<file path="config.mk">
export PLATFORM = sky130hd
export DESIGN_NAME = counter_sync_mod_n
export DESIGN_NICKNAME = d
export VERILOG_FILES = /design/src/rtl/counter_sync_mod_n.sv
export SDC_FILE = /design/constraint.sdc
export NUM_CORES = 1
export LEC_CHECK = 0
export CORE_AREA = 2 2 39 41
export CTS_CLUSTER_DIAMETER = 60
export DETAILED_ROUTE_END_ITERATION = 8
export DIE_AREA = 0 0 41 43
export GPL_ROUTABILITY_DRIVEN = 0
export HOLD_SLACK_MARGIN = 0.02
export SYNTH_ARGS = -nofsm -noshare
export SYNTH_HDL_FRONTEND = slang
export SYNTH_SLANG_ARGS = --single-unit
</file>
<file path="constraint.sdc">
create_clock -name clock -period 3 [get_ports clock]
set_clock_uncertainty 0.05 [all_clocks]
set_input_delay 0.45 -clock clock [delete_from_list [all_inputs] [get_ports clock]]
set_output_delay 0.45 -clock clock [all_outputs]
set_load 0.05 [all_outputs]
</file>
<file path="src/rtl/counter_sync_mod_n.sv">
// Parametrised synchronous modulo-N up/down counter with 74161-style ENP/ENT
// cascade enables, synchronous clear/load and a registered wrap pulse.
module counter_sync_mod_n #(
  parameter int unsigned     WIDTH       = 4,
  parameter longint unsigned MODULUS     = 64'd1 << WIDTH,
  parameter longint unsigned RESET_VALUE = 64'd0
) (
  input  logic             clock,
  input  logic             reset,
  input  logic             SCLR_n,
  input  logic             LOAD_n,
  input  logic             ENP,
  input  logic             ENT,
  input  logic             UP,
  input  logic [WIDTH-1:0] D,
  output logic [WIDTH-1:0] Q,
  output logic             RCO,
  output logic             TC_PULSE
);

  localparam logic [WIDTH-1:0] TERM  = WIDTH'(MODULUS - 64'd1);
  localparam logic [WIDTH-1:0] RST_Q = WIDTH'(RESET_VALUE);
  localparam logic [WIDTH-1:0] ONE   = WIDTH'(1);

  logic [WIDTH-1:0] q_q, q_d;
  logic             tc_q, tc_d;

  // Clear beats load beats count; a clear or load suppresses the step and
  // therefore also the wrap pulse on that edge.
  always_comb begin
    q_d  = q_q;
    tc_d = 1'b0;
    if (!SCLR_n) begin
      q_d = '0;
    end else if (!LOAD_n) begin
      q_d = D;
    end else if (ENP && ENT) begin
      if (UP) begin
        if (q_q >= TERM) begin
          q_d  = '0;
          tc_d = (q_q == TERM);
        end else begin
          q_d = q_q + ONE;
        end
      end else begin
        if (q_q == '0) begin
          q_d  = TERM;
          tc_d = 1'b1;
        end else if (q_q > TERM) begin
          q_d = TERM;
        end else begin
          q_d = q_q - ONE;
        end
      end
    end
  end

  always_ff @(posedge clock or posedge reset) begin
    if (reset) begin
      q_q  <= RST_Q;
      tc_q <= 1'b0;
    end else begin
      q_q  <= q_d;
      tc_q <= tc_d;
    end
  end

  // Carry is combinational so a chained stage sees it on the same edge.
  assign RCO      = ENT & (UP ? (q_q == TERM) : (q_q == '0));
  assign Q        = q_q;
  assign TC_PULSE = tc_q;

endmodule
</file>
; Word-level counts from Yosys, hierarchy flattened
; Index checks and enable logic that the tools add are counted.
[totals]
ff_bits = 5
inputBits = 11
output_inout_bits = 6
word_cells = 25
[classes]
n_addsub = 2
order_cmp = 2
n_eq_ne = 2
muxes = 14
bitwise_logic = 1
reduce_logical = 2
[op_table]
columns = operator, n
row1 = $mux 4, 7
row2 = $mux 1, 7
row3 = $add 4x1->4 const B, 1
row4 = $eq 4x4->1 const B, 1
row5 = $ge 4x4->1 const B, 1
row6 = $gt 4x4->1 const B, 1
row7 = $logic_not 4->1, 1
row8 = $sub 4x1->4 const B, 1
row9 = $ne 3x2->1 const B, 1
row10 = $and 1x1->1, 1
row11 = $logic_and 1x1->1, 1

; Logic depth before layout (Yosys ltp)
; Gate-level depths: netlist (run 1).
[logic_depth]
ltp_word = 7
mapped_depth = 6
mapped_depth_nobuf = 6

; Least setup slack after synthesis (run 1)
; No wires, ideal clock.
[synth_timing]
path_kind = reg-to-output
startpoint = register q_q[0], in the netlist Q[0]
endpoint = output RCO
arrival_time_ns = 1.719
setup_slack_ns = 0.781
path_stages_with_launch = 6
path_cell_list = dfrtp_1 inv_1 ha_1 nand2b_4 o31ai_1 and2_1
[synth_via]
elab_chain_cells = 3
word_cells_on_any_way = 4
[synth_rtl]
columns = item, line_no
row1 = start: declaration, 25  ; logic [WIDTH-1:0] q_q, q_d;
row2 = start signal: assignment, 63  ; q_q <= q_d;
row3 = $eq 4x4->1 / $logic_not 4->1 (equally long branches), 69  ; assign RCO = ENT & (UP ? (q_q == TERM) : (q_q == '0));
row4 = $mux 1 *, 69
row5 = $and 1x1->1 *, 69
row6 = end: declaration, 17  ; output logic RCO,
; Every way passes the cells marked *; elsewhere a longest branch is shown, timed or not.

; Worst setup path after layout (run 1)
; Same ends and word-level chain as after synthesis.

==> results of run 1 <==
routing by layer:
layer / track usage [%] / vias up
met1: 18.36 / 198
met3: 3.141 / 4
met4: 6.000 / 0
met5: 0 / -
li1: - / 218
met2: 17.50 / 15
state kept, by name, indices dropped and copies added, names as in the netlist:
register / count
Q: 4
TC_PULSE: 1
per-stage QoR:
step                hold WS, ns  cell area [um^2]
floorplan                0.1785             432.9
global placement         0.6060             598.1
detailed placement       0.6110             598.1
CTS                      0.3534             624.3
global route             0.3739             624.3
finish                   0.3450             624.3
worst paths after layout:
| kind | start | end | cells after the start |
|---|---|---|---|
| setup / recovery | Q[0]$_DFFE_PP0P_ | RCO | 6 |
| setup reg to reg | Q[0]$_DFFE_PP0P_ | Q[3]$_DFFE_PP0P_ | 6 |
| max in group asynchronous | reset | Q[0]$_DFFE_PP0P_ | 2 |
| min in group clock | Q[3]$_DFFE_PP0P_ | Q[3]$_DFFE_PP0P_ | 2 |
| hold reg to reg | Q[3]$_DFFE_PP0P_ | Q[3]$_DFFE_PP0P_ | 2 |
| hold / removal | reset | Q[2]$_DFFE_PP0P_ | 2 |
kinds of logic (layout without fill, tap and decap cells):
logic type	count (synthesis)	count (layout)
compound gates	16	16
simple gates	15	15
buf+inv	8	26
flops	5	5
fa+ha+maj	3	3
xor+xnor	2	2
mux	1	1
worst max-delay path: cells and delay by family, from the launching register on:
family | cells | cell delay, ns
AND/OR/NAND/NOR | 2 | 0.22
buffers and inverters | 2 | 0.36
adder cells (fa/ha/maj) | 1 | 0.23
AO/OA/AOI/OAI | 1 | 0.23
flip-flops | 1 | 0.44
synthesized netlist by cell type (2+ instances only):
library cell and instances:
dfrtp_1 5, inv_1 5, nand2_1 5, o21ai_0 4, ha_1 3, a21oi_1 2, nand4_1 2, nor2_1 2
o211a_1 2, o311a_1 2
layout make-up:
cell class              instances  share of cell area [%]
multi-input cells              37                   43.69
repair buffers                 16                   25.25
clock buffers                   4                   4.208
inverters                       6                   3.607
well taps                      16                   3.206
flip-flops and latches          5                   20.04
power by group through the flow:
stage	clock [mW]	sequential (mW)	combinational (mW)
final	0.0779	0.0798	0.0859
after global routing	0.0883	0.0806	0.0931
after CTS	0.0793	0.0799	0.0866
after detailed placement	0	0.0808	0.0859
after global placement	0	0.0807	0.0862
after floorplan	0	0.0936	0.0424
==> impl_results.md, run 1 <==
- Tcrit/Tclk final: 74.34%
- CTS tree: done
- Status: finished, final reports clean
- Placed insts: 80
- HP Class: in -> async
- GRT Overall Usage: 12.83%
- Synth Warn #: 0
- Power per cell area: 390.3 nW/um^2
- Multi-input gate area: 272.8 um^2
- Final core occ: 45.12%
- Number of synthesized flops with an enable pin: 0
- Avg WL per Cell: 11.50 um
- Syn Inst Count: 50
- CP cell instances: inv_1 > ha_1 > nand2b_4 > o31ai_1 > and2_1 > buf_4
- H-tree level count: 1
- Primary FF master, synth: dfrtp_1
- Fin. Hold Viols: 0
- Share of layout cells above drive strength 1: 8.824%
- Setup TNS: 0 ns
- Vias per cell: 5.179
- Sequential share of power: 32.8%
- Seq. cell area: 125.1 um^2
- Port Buffers: 16
- Setup WS pre-CTS: 0.8295 ns
- Area Overhead vs Synth: 44.22%
- Largest net degree at the start of global routing: 12
- Maximum clock path buffer count: 2
- Synth top area share: 28.90%
- Comb pwr share: 35.3%
- Vias in the first global route: 374
- Root buf cell: clkbuf_4
- Core ar.: 1384 um^2
- Synth async-reset ratio: 100.0%
- Commonest non-fill, non-tap cells in the layout: clkdlybuf4s50_1 (15), dfrtp_1 (5), inv_1 (5), nand2_1 (5), o21ai_0 (4)
- Syn_area_per_cell: 8.658 um^2
- Number of antenna violations at the first check in global routing: 0
- CP max FO: 6
- DR vias: 435
- RSZ-0062 raised after global routing: false
- Crit. End Element: output pin
- DRC: 0
- R2r setup slk: 1.35 ns
- Most common cell after layout, fill and taps aside: clkdlybuf4s50_1
- Synth Area in Compound Gates: 28.03%
- Number of nets still failing antenna checks after routing: 0
- Clk pwr share: 32.0%
- Max cap viols: 0
- Metal2 WL: 429 um
- I/O Pins: 17
- Fin crit period: 2.230 ns
- Largest cells by area after synthesis: dfrtp_1 (29%), ha_1 (8.7%), o211a_1 (4.6%)
- Pwr Total: 0.2437 mW
- Max-slew violations: 0
- Clock Latency Late Sink: 0.24 ns
- Mux share of post-synthesis cell area: 2.312%
- Largest area contributor in the netlist: dfrtp_1
- Antenna cells: 0
- Global route overflow: 0
- Clock transition at the registers of the reported paths: 0.04 ns
- Met3 Wirelength: 44 um
- Relative max-transition margin: 66.85%
- CP max-delay cell: dfrtp_1
- Row Count: 14
- Worst Slack Setup Final: 0.7699 ns
- Syn nets: 64
- Starting density of the core: 31.28%
- Crit path kind: reg -> out
- Slew @ Worst Pin: 0.4957 ns
- DRT Pass-1 Iters: 4
- DP HPWL: 723.1 um
- Fillers: 155
- Final setup vio count: 0
- Post-route insts no fill: 84
- Seq/Total Area, Yosys: 28.90%
- Die height: 43 um
- DRT iter0 DRCs: 3
- Area of the die: 1763 um^2
- Switching Share: 33.53%
- #FFs+latches synth: 5
- Crit path required time: 2.50 ns
- Clk sinks: 5
- Die width: 41 um
- Critical path arrival: 1.73 ns
- Wire length of the first global-routing pass: 1531 um
- Leakage Power: 0.2773 nW
- Post-Syn Area: 432.9 um^2
- DR top layer: met4
- Post-synthesis xor/xnor area fraction: 4.046%
- Max IR drop VDD: 0.3243 mV
- Final wirelength: 966 um
- TritonCTS Buffers: 3
- Cell variety after synth: 28
- Post-Synth Adder-Cell Area: 8.671%
- Met1 Wirelength: 475 um
- Final #Nets: 83
- Simple-Gate Fraction of Synth Area: 19.94%
- Fmax: 448.4 MHz
- Net Switching: 0.08170 mW
- CP max stage delay: 0.44 ns
- Post-CTS sizing: 0
- Startpoint Class: register
- Largest family of logic cells by synthesized area: compound AO/OA/AOI/OAI gates
- Internal: 0.1620 mW
- Post-CTS Setup Bufs: 0
- Post-cts hold buffer count: 0
(Power assumes the default switching activity.)
==> run 2, diff against run 1 <==
==> constraint.sdc (replaced) <==
create_clock -name clock -period 2.28 [get_ports clock]
set_clock_uncertainty 0.05 [all_clocks]
set_input_delay 0.342 -clock clock [delete_from_list [all_inputs] [get_ports clock]]
set_output_delay 0.342 -clock clock [all_outputs]
set_load 0.05 [all_outputs]
==> impl_results.md, run 2 (same netlist as run 1, synthesis figures left out) <==
- Most common cell after layout, fill and taps aside: clkdlybuf4s50_1
- Final #Nets: 83
- CP max FO: 6
- Core ar.: 1384 um^2
- Relative max-transition margin: 66.67%
- Pwr Total: 0.3213 mW
- Post-CTS Setup Bufs: 0
- Reg2reg path depth: 6
- GRT Overall Usage: 13.42%
- Startpoint Class: register
- HP Class: in -> async
- Global route overflow: 0
- Starting density of the core: 31.28%
- Port Buffers: 16
- Clock transition at the registers of the reported paths: 0.04 ns
- Max cap viols: 0
- Fin crit period: 2.109 ns
- Die height: 43 um
- Post-DP Area: 610.6 um^2
- Number of nets still failing antenna checks after routing: 0
- Final Instance Area: 641.9 um^2
- Net Switching: 0.1053 mW
- Antenna cells: 0
- Setup TNS: 0 ns
- WHS: 0.2443 ns
- Commonest non-fill, non-tap cells in the layout: clkdlybuf4s50_1 (15), dfrtp_1 (5), inv_1 (5), nand2_1 (5), o21ai_0 (4)
- DRC: 0
- Share of layout cells above drive strength 1: 10.29%
- Clk sinks: 5
- Sequential share of power: 32.7%
- DRT Pass-1 Iters: 2
- Reg2reg start: Q[0]$_DFFE_PP0P_
- Power per cell area: 500.5 nW/um^2
- Number of antenna violations at the first check in global routing: 0
- Vias in the first global route: 387
- Setup WS pre-CTS: 0.2824 ns
- CTS tree: done
- Die width: 41 um
- Switching Share: 32.77%
- Crit path kind: reg -> out
- Placed insts: 80
- TritonCTS Buffers: 3
- Row Count: 14
- Post-cts hold buffer count: 0
- Status: finished, final reports clean
- R2r setup slk: 0.62 ns
- Comb pwr share: 36.6%
- Fmax: 474.2 MHz
- Area Overhead vs Synth: 48.27%
- Wire length of the first global-routing pass: 1614 um
- Final core occ: 46.38%
- Worst Slack Setup Final: 0.1714 ns
- RSZ-0062 raised after global routing: false
- DR vias: 420
- Crit. End Element: output pin
- Leakage Power: 0.2828 nW
- DRT iter0 DRCs: 1
- Crit path required time: 1.89 ns
- Clk pwr share: 30.7%
- Max FFs per register: 4
- CP startpoint: Q[0]$_DFFE_PP0P_
- Final setup vio count: 0
- Avg WL per Cell: 11.12 um
- Slew @ Worst Pin: 0.4984 ns
- Tcrit/Tclk final: 92.48%
- Root buf cell: clkbuf_4
- Internal: 0.2160 mW
- H-tree level count: 1
- Final wirelength: 934 um
- Max IR drop VDD: 0.3334 mV
- Vias per cell: 5.000
- DP HPWL: 741.5 um
- R2R Path End: Q[3]$_DFFE_PP0P_
- Area of the die: 1763 um^2
- Fin. Hold Viols: 0
- Clock Latency Late Sink: 0.24 ns
- Max-slew violations: 0
- Post-route insts no fill: 84
- Critical path arrival: 1.72 ns
- I/O Pins: 17
- Largest net degree at the start of global routing: 12
- Maximum clock path buffer count: 2
run 2: cell counts in the layout (fill, tap and decap cells not counted):
Identical to the previous run, type by type.
run 2: final cells by class:
| cell class | count | area, um^2 |
|---|---|---|
| clock buffer | 4 | 26.28 |
| inverter | 6 | 22.52 |
| multi-input combinational | 37 | 277.8 |
| tap | 16 | 20.02 |
| fill | 149 | 742.0 |
| timing repair buffer | 16 | 170.2 |
| sequential | 5 | 125.1 |
run 2: per-layer routing:
layer	vias up	global-route usage [%]	wire, um
met5	-	0	0
met1	192	18.95	462
met4	0	4.000	0
met2	11	18.75	430
li1	217	-	-
met3	0	4.712	40
run 2: power by group through the flow:
| stage | clock network [mW] | logic [mW] | registers, mW |
|---|---|---|---|
| detailed placement | 0 | 0.116 | 0.106 |
| global route | 0.116 | 0.128 | 0.106 |
| CTS | 0.104 | 0.117 | 0.105 |
| global placement | 0 | 0.117 | 0.106 |
| floorplan | 0 | 0.0557 | 0.123 |
| finish | 0.0988 | 0.117 | 0.105 |
run 2: worst max-delay path by stage:
stage	endpoint	slack, ns
after global routing	RCO	0.07
after CTS	RCO	0.11
after detailed placement	RCO	0.28
final	RCO	0.17
after floorplan	RCO	0.17
after global placement	RCO	0.32
run 2: repair_timing:
action	CTS	global route
endpoints found under the hold margin	0	0
endpoints found under the setup margin	0	1
gates resized for setup	0	1
run 2: worst max-delay path: stages, from the launching register on:
cell      delay [ns]
dfrtp_1         0.44
inv_1           0.17
ha_1            0.23
nand2b_4        0.07
o31ai_2         0.22
and2_1          0.21
buf_12          0.14
==> run 3, diff against run 2 <==
--- a/config.mk
+++ b/config.mk
@@ -11,6 +11,7 @@
 export DIE_AREA = 0 0 41 43
 export GPL_ROUTABILITY_DRIVEN = 0
 export HOLD_SLACK_MARGIN = 0.02
+export REMOVE_ABC_BUFFERS = 1
 export SYNTH_ARGS = -nofsm -noshare
 export SYNTH_HDL_FRONTEND = slang
 export SYNTH_SLANG_ARGS = --single-unit
==> impl_results.md, run 3 (same netlist as run 1, synthesis figures left out) <==
- WHS: 0.2466 ns
- Max FFs per register: 4
- Root buf cell: clkbuf_4
- DP HPWL: 741.3 um
- Critical path arrival: 1.73 ns
- Global route overflow: 0
- Final setup vio count: 0
- Max cap viols: 0
- Fmax: 471.7 MHz
- Clk sinks: 5
- Fin crit period: 2.120 ns
- Max-slew violations: 0
- Startpoint Class: register
- DRC: 0
- DRT iter0 DRCs: 10
- TritonCTS Buffers: 3
- Area of the die: 1763 um^2
- Final wirelength: 953 um
- Wire length of the first global-routing pass: 1573 um
- Reg2reg path depth: 6
- H-tree level count: 1
- Worst Setup EP: RCO
- Pwr Total: 0.3210 mW
- Post-CTS sizing: 0
- Crit path kind: reg -> out
- Largest net degree at the start of global routing: 12
- Port Buffers: 16
- Share of layout cells above drive strength 1: 8.824%
- Final #Nets: 83
- RSZ-0062 raised after global routing: false
- Tcrit/Tclk final: 92.98%
- Avg WL per Cell: 11.35 um
- Post-route insts no fill: 84
- Core ar.: 1384 um^2
- Fillers: 145
- Antenna cells: 0
- Final core occ: 46.02%
- Relative max-transition margin: 67.11%
- Fin. Hold Viols: 0
- Crit. End Element: output pin
- CP max FO: 6
- CP max stage delay: 0.43 ns
- CP cell instances: inv_1 > ha_1 > nand2b_4 > o31ai_1 > and2_1 > buf_12
- Vias per cell: 5.012
- Cell family with most CP delay: flip-flops
- Crit path required time: 1.89 ns
- Reg2reg start: Q[0]$_DFFE_PP0P_
- HP Class: in -> async
- Clock Latency Late Sink: 0.24 ns
- Max IR drop VDD: 0.2561 mV
- DRT Pass-1 Iters: 4
- CP startpoint: Q[0]$_DFFE_PP0P_
- CP max-delay cell: dfrtp_1
- Row Count: 14
- Starting density of the core: 31.28%
- GRT Overall Usage: 13.45%
- Most common cell after layout, fill and taps aside: clkdlybuf4s50_1
- Number of antenna violations at the first check in global routing: 0
- Die width: 41 um
- I/O Pins: 17
- CTS tree: done
- Commonest non-fill, non-tap cells in the layout: clkdlybuf4s50_1 (15), dfrtp_1 (5), inv_1 (5), nand2_1 (5), o21ai_0 (4)
- Maximum clock path buffer count: 2
- Slew @ Worst Pin: 0.4918 ns
- R2R Path End: Q[3]$_DFFE_PP0P_
- Clock transition at the registers of the reported paths: 0.04 ns
- Die height: 43 um
- Number of nets still failing antenna checks after routing: 0
- Placed insts: 80
- Status: finished, final reports clean
- DR vias: 421
- Post-cts hold buffer count: 0
- Buf/Inv on CP: 2
- Setup TNS: 0 ns
- Critical Path Stages: 6
- Vias in the first global route: 358
- R2r setup slk: 0.62 ns
- Post-CTS Setup Bufs: 0
- Leakage Power: 0.2804 nW
- Area Overhead vs Synth: 47.11%
- Power per cell area: 504.0 nW/um^2
run 3: changes by cell type in the layout (fill, tap and decap cells not counted):
cell / before / now
o31ai_2: 1 / 0
o31ai_1: 0 / 1
run 3: worst min-delay path by stage:
stage	start	endpoint	slack [ns]
global route	reset	Q[3]$_DFFE_PP0P_	0.26
floorplan	reset	Q[0]$_DFFE_PP0P_	0.07
CTS	reset	Q[3]$_DFFE_PP0P_	0.25
detailed placement	reset	Q[3]$_DFFE_PP0P_	0.51
global placement	reset	Q[3]$_DFFE_PP0P_	0.51
finish	reset	Q[3]$_DFFE_PP0P_	0.25
run 3: through the flow:
| stage | area, um^2 | setup slack (ns) |
|---|---|---|
| 4_1_cts | 636.9 | 0.1509 |
| 6_report | 636.9 | 0.1600 |
| 3_3_place_gp | 610.6 | 0.3222 |
| 2_1_floorplan | 420.4 | 0.1693 |
| 3_5_place_dp | 610.6 | 0.2994 |
| 5_1_grt | 636.9 | 0.03186 |
run 3: final cells by class:
| cell class | instances | area, um^2 | share of cell area (%) |
|---|---|---|---|
| multi-input cells | 37 | 272.8 | 42.83 |
| repair buffers | 16 | 170.2 | 26.72 |
| flip-flops and latches | 5 | 125.1 | 19.65 |
| clock buffers | 4 | 26.28 | 4.126 |
| inverters | 6 | 22.52 | 3.536 |
| well taps | 16 | 20.02 | 3.143 |
run 3: layer usage:
metal / wire length, um / GRT usage, %
met1: 473 / 21.38
met2: 432 / 15.63
met3: 47 / 3.141
met4: 0 / 8.000
met5: 0 / 0
run 3: power by group:
part / switching, mW / internal, mW
Clock: 0.0332 / 0.0660
Combinational: 0.0622 / 0.0549
Sequential: 0.0101 / 0.0946
